### config.mk
export PLATFORM = sky130hd
export DESIGN_NAME = FLTestUtils
export DESIGN_NICKNAME = d
export VERILOG_FILES = /design/src/rtl/test_istream_utils.sv
export SDC_FILE = /design/constraint.sdc
export NUM_CORES = 1
export LEC_CHECK = 0
export CAP_MARGIN = 30
export CORE_ASPECT_RATIO = 1.25
export CORE_UTILIZATION = 40
export CTS_CLUSTER_DIAMETER = 120
export DETAILED_ROUTE_END_ITERATION = 8
export PLACE_DENSITY = 0.68
export REMOVE_ABC_BUFFERS = 1
export SYNTH_ARGS = -nofsm -noshare
export SYNTH_HDL_FRONTEND = slang
export SYNTH_SLANG_ARGS = --single-unit
export TNS_END_PERCENT = 100
### constraint.sdc
create_clock -name i_clk -period 2 [get_ports i_clk]
set_input_delay 0.2 -clock i_clk [delete_from_list [all_inputs] [get_ports i_clk]]
set_output_delay 0.2 -clock i_clk [all_outputs]
set_load 0.05 [all_outputs]
### src/rtl/test_istream_utils.sv
// Cycle counter since reset with a sticky timeout flag for stream test harnesses.
module FLTestUtils #(
   parameter int unsigned p_timeout = 10000
)(
   input  logic        i_clk,
   input  logic        i_rst,
   output logic [31:0] o_cycle,
   output logic        o_timeout
);

   logic [31:0] r_cycle;
   logic        r_timeout;

   always_ff @(posedge i_clk) begin
      if (i_rst) begin
         r_cycle   <= '0;
         r_timeout <= 1'b0;
      end else begin
         r_cycle <= r_cycle + 32'd1;
         if (r_cycle >= 32'(p_timeout - 1))
            r_timeout <= 1'b1;
      end
   end

   assign o_cycle   = r_cycle;
   assign o_timeout = r_timeout;

endmodule

==> impl_metrics.json <==
{
  "syn_inst": 180,
  "grt_use_total": 0.222,
  "yosys_warnings": 0,
  "violations": "design-rule violations",
  "finalCritPeriodShare": 0.969,
  "h-tree-depth": 2,
  "grt-ovfl-total": 0,
  "hold_ws_ns": 0.506,
  "min_period_ns": 1.94,
  "seq_area_frac_synth": 0.428,
  "fin_skew_ns": 0.0119,
  "clkPwrFrac": 0.402,
  "path_class": "reg -> reg",
  "r2r_end": "o_cycle[30]",
  "pre_cts_slack_ns": 0.0321,
  "dpl.hpwl_um": 3120,
  "p_switching_mw": 0.299,
  "r2r_cells": 6,
  "max_slew_margin": 0.659,
  "fmax_mhz": 516,
  "die_w_um": 57.6,
  "leakage_nw": 0.702,
  "coreArea_sq_mm": 0.00360,
  "pwr-share-comb": 0.053,
  "hold_path_end": "o_cycle[31]",
  "final_nets": 240,
  "grt_max_degree": 34,
  "postLayoutCoreUtil": 0.609,
  "drcViolationCount": 3,
  "design_area_sq_mm": 0.00219,
  "setup.worst_path.end_class": "flip-flop",
  "min_path_cells": 2,
  "outcome": "complete, but fails checks",
  "clk_path_buf_depth": 2,
  "post_cts_buffers": 0,
  "routabilityCongestion": 0.825,
  "async_reset_ff_frac": 0,
  "antenna_found_initial": 0,
  "numPortBuffers": 34,
  "clock_sinks": 33,
  "cts-root-buf": "clkbuf_8",
  "syn_avg_cell_area_sq_um": 8.58,
  "die_area_sq_mm": 0.00412,
  "grt_pass1_vias": 1599,
  "drv_slew": 0,
  "finalSetupViolCount": 0,
  "register_area_sq_um": 661,
  "r2r-start": "o_cycle[0]",
  "fin_ws_ns": 0.0617,
  "fin_cells": 277,
  "reg2reg_slack_ns": 0.06,
  "critical_path_peak_fanout": 9,
  "wl_per_cell_um": 16.0,
  "multi_input_area_sq_um": 855,
  "wl_um": 4440,
  "synthFlopType": "dfxtp_1",
  "syn_area_sq_mm": 0.00155,
  "cp_data_required_time_ns": 2.22,
  "ys_ff_latch": 33,
  "arrival_ns": 2.16,
  "clk_pin_slew_ns": 0.08,
  "peakVddDrop_mv": 0.487,
  "hold_class": "reg -> reg",
  "fillCellCount": 322,
  "worstMarginPinSlew_ns": 0.510,
  "synth_top_area_frac": 0.428,
  "placed_cell_area_sq_mm": 0.00209,
  "final_common_cell": "clkdlybuf4s50_1",
  "seq_power_share": 0.545,
  "drtPass1Iterations": 9,
  "antenna_left": 0,
  "final_cell_mix": "34 x clkdlybuf4s50_1, 33 x dfxtp_1, 25 x buf_4",
  "finalHoldViolations": 0,
  "routed_via_density": 5.91,
  "maxCapViolCount": 0,
  "start_kind": "flip-flop",
  "power.density_mw_per_mm2": 558,
  "cts_buffers": 5,
  "yosys.cell_types.count": 28,
  "synthTopCellsByArea": "dfxtp_1 43%, a21oi_1 6.2%, or4_1 4.9%",
  "min_from": "o_cycle[31]",
  "num_rows": 24,
  "drive_above_1_share": 0.160,
  "p_total_mw": 1.22,
  "pin_count": 35,
  "grt_pass1_wl_um": 7180,
  "fin_tns_setup_ns": 0,
  "yosysTopAreaCell": "dfxtp_1",
  "p_int_mw": 0.926,
  "dp_cells": 269,
  "cts_tree": "done",
  "initial_core_util": 0.429,
  "insertedDiodeCount": 0,
  "drtIter0Drc": 99,
  "chipHeight_um": 71.5,
  "swShare": 0.244,
  "synth_enable_flop_cells": 0,
  "clk_latency_ns": 0.29,
  "vias": 1637,
  "area_delta_synth_final_pct": 41.9
}
metal layers:
layer  up-vias  global-route usage  wire (um)  share of wire
met2        47               0.384       2240           0.50
met5         -                   0          0              0
met4         0              0.0759         42         0.0095
li1        796                   -          -              -
met3         6              0.0542        175          0.039
met1       788               0.267       1980           0.45
Yosys cell counts (all sizes together) (5+ instances only):
| cell | n |
|---|---|
| o21ai | 8 |
| a21oi | 19 |
| and4 | 5 |
| or3 | 10 |
| xnor2 | 8 |
| or4 | 10 |
| dfxtp | 33 |
| nor4 | 8 |
| clkbuf | 7 |
| nand4 | 9 |
| o31ai | 9 |
| nor2 | 14 |
| nand2 | 9 |
| nand3 | 9 |
sequential cells by signal, summed over array words and instances (netlist names):
register / flops
o_timeout: 1
o_cycle: 32
repair_timing:
item,in CTS,in global routing
endpoints found under the setup margin,1,9
hold buffers,0,0
gates resized for setup,1,3
worst max-delay path by stage:
stage,start,endpoint,slack (ns),cells after the start
3_3_place_gp,o_cycle[0],o_cycle[26],0.08,5
5_1_grt,o_cycle[0],o_cycle[22],-0.02,6
2_1_floorplan,o_cycle[0],o_cycle[26],-0.45,5
6_report,o_cycle[0],o_cycle[30],0.06,6
4_1_cts,o_cycle[4],o_cycle[23],0.02,5
3_5_place_dp,o_cycle[1],o_cycle[26],0.03,5
kinds of logic after synthesis:
logic type | count (synthesis) | share of synthesized area
simple gates | 82 | 0.315
compound gates | 39 | 0.148
flops | 33 | 0.428
buf+inv | 13 | 0.0332
xor+xnor | 12 | 0.0680
fa+ha+maj | 1 | 0.00810
layout make-up:
type                    count  area share
multi-input cells         134       0.390
clock buffers               5      0.0314
inverters                   4     0.00685
repair buffers             59       0.241
clock inverters             3     0.00799
flip-flops and latches     33       0.301
well taps                  39      0.0222
critical path, stage by stage (launching register included):
cell	delay (ns)
dfxtp_1	0.38
ha_4	0.18
nand3_4	0.08
buf_4	0.17
or3_1	0.40
or4_1	0.51
a21oi_1	0.15
power by group through the flow:
stage	registers, mW	logic (mW)	clock network [mW]
2_1_floorplan	0.701	0.00762	0
3_3_place_gp	0.680	0.0605	0
3_5_place_dp	0.681	0.0614	0
4_1_cts	0.666	0.0616	0.502
5_1_grt	0.668	0.0681	0.534
6_report	0.668	0.0644	0.493
(Power assumes the default switching activity.)
